[config.mk]
export PLATFORM = sky130hd
export DESIGN_NAME = ad9117_spi_arbiter
export DESIGN_NICKNAME = d
export VERILOG_FILES = /design/src/rtl/ad9117_spi_arbiter.sv
export SDC_FILE = /design/constraint.sdc
export NUM_CORES = 1
export LEC_CHECK = 0
export CAP_MARGIN = 40
export CORE_ASPECT_RATIO = 0.9
export CORE_MARGIN = 2
export CORE_UTILIZATION = 37
export DETAILED_ROUTE_END_ITERATION = 8
export GPL_TIMING_DRIVEN = 0
export HOLD_SLACK_MARGIN = 0.08
export PLACE_DENSITY = 0.68
export SYNTH_ARGS = -nofsm -noshare
export SYNTH_HDL_FRONTEND = slang
export SYNTH_SLANG_ARGS = --single-unit
[constraint.sdc]
create_clock -name clk_in -period 5.2 [get_ports clk_in]
set_input_delay 0.78 -clock clk_in [delete_from_list [all_inputs] [get_ports clk_in]]
set_output_delay 0.78 -clock clk_in [all_outputs]
set_load 0.1 [all_outputs]
[src/rtl/ad9117_spi_arbiter.sv]
// ad9117_spi_arbiter: round-robin arbiter that shares one AD9117 SPI command
// engine between N_REQ requesters. It drives the engine trigger/data
// handshake, waits for completion, and routes the read-back word to the
// granted requester.
//
// Optional build macro: DAC_INIT_EN. When defined, the arbiter writes
// INIT_WORD through the engine once after reset, before it grants any
// requester.
//
// state     | meaning
// ----------+-----------------------------------------------------------
// IDLE      | waiting for engine ready and a pending request
// TRIG      | one-cycle trigger pulse to the engine
// WAIT_BUSY | waiting for the engine to drop ready (transfer started)
// WAIT_DONE | waiting for the engine to raise ready (transfer finished)
// RESP      | one-cycle completion pulse to the granted requester
// INIT      | (DAC_INIT_EN only) waiting to launch the post-reset write
module ad9117_spi_arbiter #(
  parameter int N_REQ          = 2,
  parameter int SPI_WIDTH      = 16,
  parameter int TIMEOUT_CYCLES = 4000
`ifdef DAC_INIT_EN
  , parameter logic [SPI_WIDTH-1:0] INIT_WORD = 16'h0500
`endif
) (
  input  logic                       clk_in,
  input  logic                       rst_n_in,
  input  logic [N_REQ-1:0]           req_valid_in,
  input  logic [N_REQ*SPI_WIDTH-1:0] req_data_in,
  output logic [N_REQ-1:0]           req_ack_out,
  output logic [N_REQ-1:0]           rsp_valid_out,
  output logic [SPI_WIDTH-1:0]       rsp_data_out,
  output logic                       spi_trigger_out,
  output logic [SPI_WIDTH-1:0]       spi_data_out,
  input  logic [SPI_WIDTH-1:0]       spi_data_in,
  input  logic                       spi_ready_in,
  output logic                       busy_out,
  output logic                       timeout_out
);

  localparam int PTR_W = (N_REQ > 1) ? $clog2(N_REQ) : 1;
  localparam int CNT_W = $clog2(TIMEOUT_CYCLES + 1);
  localparam logic [CNT_W-1:0] CNT_LIM = CNT_W'(TIMEOUT_CYCLES);

  typedef enum logic [2:0] {
    S_IDLE,
    S_TRIG,
    S_WAIT_BUSY,
    S_WAIT_DONE,
    S_RESP
`ifdef DAC_INIT_EN
    , S_INIT
`endif
  } state_t;

`ifdef DAC_INIT_EN
  localparam state_t RST_STATE = S_INIT;
  localparam logic   RST_BUSY  = 1'b1;
`else
  localparam state_t RST_STATE = S_IDLE;
  localparam logic   RST_BUSY  = 1'b0;
`endif

  state_t                 state_q, state_d;
  logic [PTR_W-1:0]       rr_ptr, rr_ptr_d;
  logic [PTR_W-1:0]       gnt_q, gnt_d;
  logic [CNT_W-1:0]       cnt_q, cnt_d, cnt_inc;
  logic [N_REQ-1:0]       ack_d, rsp_valid_d;
  logic                   trig_d, busy_d, timeout_d;
  logic [SPI_WIDTH-1:0]   spi_data_d, rsp_data_d;
  logic                   hit;
  logic [PTR_W-1:0]       pick, cand;
  logic                   init_q;
`ifdef DAC_INIT_EN
  logic                   init_d;
`else
  // Without the init feature no transfer is ever an init write.
  assign init_q = 1'b0;
`endif

  assign cnt_inc = cnt_q + 1'b1;

  // Next-state, next-output and round-robin selection logic.
  always_comb begin
    state_d     = state_q;
    rr_ptr_d    = rr_ptr;
    gnt_d       = gnt_q;
    cnt_d       = cnt_q;
    ack_d       = '0;
    rsp_valid_d = '0;
    trig_d      = 1'b0;
    spi_data_d  = spi_data_out;
    rsp_data_d  = rsp_data_out;
    timeout_d   = timeout_out;
    hit         = 1'b0;
    pick        = '0;
    cand        = '0;
`ifdef DAC_INIT_EN
    init_d      = init_q;
`endif

    // First pending requester at or after rr_ptr, wrapping around.
    for (int k = 0; k < N_REQ; k++) begin
      cand = PTR_W'((int'(rr_ptr) + k) % N_REQ);
      if (!hit && req_valid_in[cand]) begin
        hit  = 1'b1;
        pick = cand;
      end
    end

    case (state_q)
      S_IDLE: begin
        if (spi_ready_in && hit) begin
          gnt_d       = pick;
          spi_data_d  = req_data_in[int'(pick)*SPI_WIDTH +: SPI_WIDTH];
          ack_d[pick] = 1'b1;
          rr_ptr_d    = PTR_W'((int'(pick) + 1) % N_REQ);
          state_d     = S_TRIG;
        end
      end
      S_TRIG: begin
        trig_d  = 1'b1;
        cnt_d   = '0;
        state_d = S_WAIT_BUSY;
      end
      S_WAIT_BUSY: begin
        if (!spi_ready_in) begin
          cnt_d   = '0;
          state_d = S_WAIT_DONE;
        end else if (cnt_inc == CNT_LIM) begin
          cnt_d     = '0;
          timeout_d = 1'b1;
          if (init_q) begin
            state_d = S_IDLE;
          end else begin
            rsp_data_d = '1;
            state_d    = S_RESP;
          end
        end else begin
          cnt_d = cnt_inc;
        end
      end
      S_WAIT_DONE: begin
        if (spi_ready_in) begin
          cnt_d = '0;
          if (init_q) begin
            state_d = S_IDLE;
          end else begin
            rsp_data_d = spi_data_in;
            state_d    = S_RESP;
          end
        end else if (cnt_inc == CNT_LIM) begin
          cnt_d     = '0;
          timeout_d = 1'b1;
          if (init_q) begin
            state_d = S_IDLE;
          end else begin
            rsp_data_d = '1;
            state_d    = S_RESP;
          end
        end else begin
          cnt_d = cnt_inc;
        end
      end
      S_RESP: begin
        rsp_valid_d[gnt_q] = 1'b1;
        state_d            = S_IDLE;
      end
`ifdef DAC_INIT_EN
      S_INIT: begin
        if (spi_ready_in) begin
          spi_data_d = INIT_WORD;
          state_d    = S_TRIG;
        end
      end
`endif
      default: state_d = S_IDLE;
    endcase

`ifdef DAC_INIT_EN
    // The init write is over once the FSM falls back to IDLE.
    if (state_d == S_IDLE) init_d = 1'b0;
`endif

    busy_d = (state_d != S_IDLE);
  end

  // State register and registered outputs, synchronous active-low reset.
  always_ff @(posedge clk_in) begin
    if (!rst_n_in) begin
      state_q         <= RST_STATE;
      rr_ptr          <= '0;
      gnt_q           <= '0;
      cnt_q           <= '0;
      req_ack_out     <= '0;
      rsp_valid_out   <= '0;
      rsp_data_out    <= '0;
      spi_trigger_out <= 1'b0;
      spi_data_out    <= '0;
      busy_out        <= RST_BUSY;
      timeout_out     <= 1'b0;
`ifdef DAC_INIT_EN
      init_q          <= 1'b1;
`endif
    end else begin
      state_q         <= state_d;
      rr_ptr          <= rr_ptr_d;
      gnt_q           <= gnt_d;
      cnt_q           <= cnt_d;
      req_ack_out     <= ack_d;
      rsp_valid_out   <= rsp_valid_d;
      rsp_data_out    <= rsp_data_d;
      spi_trigger_out <= trig_d;
      spi_data_out    <= spi_data_d;
      busy_out        <= busy_d;
      timeout_out     <= timeout_d;
`ifdef DAC_INIT_EN
      init_q          <= init_d;
`endif
    end
  end

endmodule

Yosys cells after proc, flatten, opt, wreduce, memory -nomap -nowiden
Cells that the tools add are included.
{"block": "word_totals", "latchBits": 0, "mem_bits_rw": 0, "reg_bits": 56, "romBits": 0, "out_inout_bits": 39, "n_memories": 0}
{"block": "classes", "div": 0, "add_sub_neg": 3, "shifts": 1, "n_mux": 30, "order_cmp": 6, "multipliers": 0, "eq_ne": 7, "reduce_logical": 14, "bitwise": 0}
{"op": "$mux 16", "count": 3}
{"op": "$mux 12", "count": 3}
{"op": "$pmux 12 s3", "count": 1}
{"op": "$pmux 16 s2", "count": 1}
{"op": "$shiftx 32x6->16", "count": 1}
{"op": "$mux 1", "count": 14}
{"op": "$add 12x1->12 const B", "count": 1}
{"op": "$eq 12x12->1 const B", "count": 1}
{"op": "$mux 3", "count": 4}
{"op": "$pmux 3 s4", "count": 1}
{"op": "$lt 1x2->1 const B", "count": 4}
{"op": "$eq 3x2->1 const B", "count": 2}
{"op": "$reduce_and 2->1", "count": 3}
{"op": "$reduce_and 3->1", "count": 2}
{"op": "$reduce_bool 3->1", "count": 2}
{"op": "$logic_and 1x1->1", "count": 4}
{"op": "$ne 2x2->1 const B", "count": 2}
{"op": "$eq 3x1->1 const B", "count": 1}
{"op": "$eq 3x3->1 const B", "count": 1}
{"op": "$logic_not 3->1", "count": 1}
{"op": "$add 1x1->1 const B", "count": 2}
{"op": "$demux 1 s1", "count": 2}
{"op": "$ge 1x1->1 const B", "count": 2}
{"op": "$pmux 1 s2", "count": 1}
{"op": "2 further kinds", "count": 2}

Depth between registers and ports, before layout
{"block": "depth", "word_depth": 10, "ltp_mapped": 7}

Least setup slack after synthesis
Ideal clock, no wire load.
{"block": "synth_path", "path_type": "input -> register", "startpoint": "input port spi_ready_in", "endpoint": "register spi_data_out[0]", "n_path_buf": 3, "t_arrival_ns": 2.150, "t_required_ns": 5.132, "path_stages": 7, "path_slack_ns": 2.982, "cell_sequence": "buf_2 > nor4b_1 > and3_1 > clkbuf_1 > buf_2 > a222oi_1 > nor2_1"}
{"block": "synth_via", "elab_chain_len": 2}
{"item": "start: declaration", "line": "36", "rtl": "input logic spi_ready_in,"}
{"item": "$logic_and 1x1->1", "line": "113", "rtl": "if (spi_ready_in && hit) begin"}
{"item": "$reduce_and 2->1 (no source line)"}
{"item": "end signal: assignment", "line": "214", "rtl": "spi_data_out <= spi_data_d;"}
{"item": "end: declaration", "line": "34", "rtl": "output logic [SPI_WIDTH-1:0] spi_data_out,"}
Every way passes these cells.
A chain may end at the register's enable or synchronous reset.

Worst setup path after layout
{"block": "layout_path", "startpoint": "register cnt_q[0]", "endpoint": "register cnt_q[10]"}
{"block": "layout_via", "elab_chain_len": 5}
{"item": "start: declaration", "line": "67", "rtl": "logic [CNT_W-1:0] cnt_q, cnt_d, cnt_inc;"}
{"item": "start signal: assignment", "line": "209", "rtl": "cnt_q <= cnt_d;"}
{"item": "$add 12x1->12 (*)", "line": "81", "rtl": "assign cnt_inc = cnt_q + 1'b1;"}
{"item": "$eq 12x12->1", "line": "130, 152"}
{"item": "$mux 12 (*)", "line": "130, 152"}
{"item": "$mux 12 (on tied branches)", "line": "144, 127"}
{"item": "$pmux 12 s3 (*)", "line": "111", "rtl": "case (state_q)"}
Mark *: on every way between the ends. The rest lies on a longest branch, timed or not.

==> summary.md <==
| Metric | Value |
|---|---|
| Largest net degree at the start of global routing | `17` |
| Total CTS buffers | `5` |
| Area grow syn2layout | `70.83%` |
| Die Y | `about 83 um` |
| IO Count | `92` |
| Clock buffer depth | `2` |
| Fmax | `about 420 MHz` |
| Critical Path AT | `2.54 ns` |
| N_diodes | `0` |
| Final Setup Violations | `0` |
| Share of synthesized flip-flops with an asynchronous set or reset | `0%` |
| Hold crit path type | `reg2reg` |
| CORE AREA | `~0.0067 mm2` |
| Std cell rows | `28` |
| Vias per inst | `5.396` |
| Slew Limit Headroom | `between 40% and 50%` |
| Synth warn | `0` |
| Iteration-0 DRC Markers | `roughly 180` |
| Post-CTS Resized | `0` |
| Clock sink count | `56` |
| Seq/Total Area, Yosys | `a little over two fifths` |
| Post-DP HPWL | `about 5.9 mm` |
| Synth Cell Area | `around 0.0026 mm2` |
| R2R setup slack | `between 2 and 3 ns` |
| # port buffers | `90` |
| Initial antenna violation count | `0` |
| Final count of pins violating max slew | `0` |
| Worst Slack Setup Final | `2.830 ns` |
| Syn Area/Cell | `around 8.7 um2` |
| Clk Latency, worst-skew pair | `slightly above 0.3 ns` |
| Share of layout cells above drive strength 1 | `16.86%` |
| VDD IR max | `~0.19 mV` |
| Final setup TNS | `0 ns` |
| Gr usage total | `20.63%` |
| Final Hold Slack | `~0.48 ns` |
| Dpl ws | `~2.6 ns` |
| # hold bufs at CTS | `0` |
| Drt pass-1 iters | `6` |
| Netlist cell types | `55` |
| Worst Max-Slew Pin Slew | `~0.8 ns` |
| Clock skew | `between 0.01 and 0.015 ns` |
| Gpl congestion | `between 0.8 and 0.9` |
| CTS root buf | `clkbuf_8` |
| Syn Nets | `350` |
| Type of origin of the critical path | `flop` |
| Synth Flop Type | `dfxtp_1` |
| Max-cap violations | `0` |
| Commonest cells after routing, fill and taps aside | `clkdlybuf4s50_1 (90), dfxtp_1 (56), nor2_1 (46)` |
| # Post-CTS Setup Buffers | `0` |
| Status | `finished, final reports clean` |
| Final net count | `slightly below 500` |
| CTS tree | `built` |
| CP Class | `reg2reg` |
| Number of remaining DRC errors | `0` |
| CP Max Fanout | `10` |
| Final hold viol count | `0` |
| Syn Inst Count | `between 200 and 300` |
| Width of the die | `between 90 and 100 um` |
| Tcrit/Tclk final | `45.57%` |
| # fillers | `about 530` |
| Flop and latch count out of synthesis | `56` |
| Static Leak | `about 1.6 nW` |
| GRT Residual Overflow | `0` |
| Most common cell after layout, fill and taps aside | `clkdlybuf4s50_1` |
| P per Cell Area | `between 200 and 250 mW/mm2` |
| Vias in the first global route | `about 2700` |
| Required @ worst endpoint | `between 5 and 6 ns` |
| H-Tree Depth | `2` |
| Initial Util | `38.85%` |
| Number of synthesized flops with an enable pin | `0` |
| Via count | `2822` |
| Die Area | `0.007675 mm2` |
| DR WL/cell | `14.93 um` |
| RSZ-0062 raised after global routing | `false` |
| WL final | `between 7 and 8 mm` |
| Reg clk slew, reported paths | `~0.1 ns` |
| Antenna-violating nets left | `0` |
| Post-route minimum period | `~2.4 ns` |
| First-pass GRT wire length | `12.98 mm` |
| Critical Path End Type | `flop` |
## kinds of logic (layout without fill, tap and decap cells)
kind of cell	count (synthesis)	after routing	synth area share [%]
fa+ha+maj	1	1	0.4837
simple gates	113	113	21.14
compound gates	91	91	27.53
flops	56	56	43.35
xor+xnor	4	4	1.355
buf+inv	30	167	5.273
mux	1	1	0.8708
## metal layers
metal | global-route usage [%] | wire length [um]
met4 | 6.377 | 100
met2 | 34.16 | 3822
met1 | 27.19 | 3531
met3 | 3.902 | 356
met5 | 0 | 0
## synth_stat cells (4+ instances only)
| cell | number | area (um2) |
|---|---|---|
| and3_1 | 5 | 31.28 |
| a21oi_2 | 9 | 78.83 |
| a222oi_1 | 16 | 160.2 |
| inv_1 | 6 | 22.52 |
| nand3_1 | 13 | 65.06 |
| nor3_1 | 6 | 30.03 |
| nor2_1 | 46 | 172.7 |
| dfxtp_1 | 56 | 1121 |
| buf_2 | 6 | 30.03 |
| a21oi_1 | 12 | 60.06 |
| nand4b_1 | 4 | 35.03 |
| nand2_1 | 20 | 75.07 |
| o21ai_0 | 24 | 120.1 |
| clkbuf_1 | 14 | 52.55 |
| o31ai_1 | 4 | 30.03 |
## layout make-up
cell class,instances,area [um2],share of cell area [%]
Buffer,24,113.9,2.577
Clock inverter,2,35.03,0.7930
Clock buffer,6,72.57,1.643
Tap cell,90,112.6,2.549
Inverter,6,22.52,0.5098
Timing Repair Buffer,129,1612,36.48
Multi-Input combinational cell,210,1329,30.08
Sequential cell,56,1121,25.38
## power by group
part	total (mW)	switching (mW)	internal, mW	leakage (nW)
clock	0.284	0.141	0.143	0.0552
combinational	0.300	0.174	0.126	1.08
sequential	0.456	0.00990	0.446	0.454
total	1.04	0.325	0.715	1.59
## sequential cells by signal, indices dropped and copies added (netlist names)
register	flops
cnt_q	12
spi_trigger_out	1
spi_data_out	16
req_ack_out	2
rsp_data_out	16
state_q	3
gnt_q	1
busy_out	1
timeout_out	1
rsp_valid_out	2
rr_ptr	1
## per-stage QoR
| stage | util [%] | instance area [um2] | std cells | power (mW) |
|---|---|---|---|---|
| after floorplan | - | 2586 | 296 | 0.6246 |
| after global placement | 54.08 | 3600 | 476 | 0.7075 |
| after detailed placement | 64.76 | 4310 | 515 | 0.7648 |
| after CTS | 66.37 | 4418 | 523 | 1.047 |
| after global routing | 66.37 | 4418 | 523 | 1.078 |
| final | 66.37 | 4418 | 523 | 1.040 |
## final timing paths
kind                            to  cells after the start     start
setup / recovery         cnt_q[10]                      6  cnt_q[0]
hold / removal    rsp_valid_out[0]                      1     gnt_q
hold reg to reg   rsp_valid_out[0]                      1     gnt_q
setup reg to reg         cnt_q[10]                      6  cnt_q[0]
## critical path, cell delays in order, from the launching register on
cell,delay (ns)
dfxtp_1,0.41
ha_1,0.31
nand2_1,0.14
nor3b_1,0.34
o221ai_2,0.31
o31ai_1,0.55
o21ai_0,0.17
(Power assumes the default switching activity.)
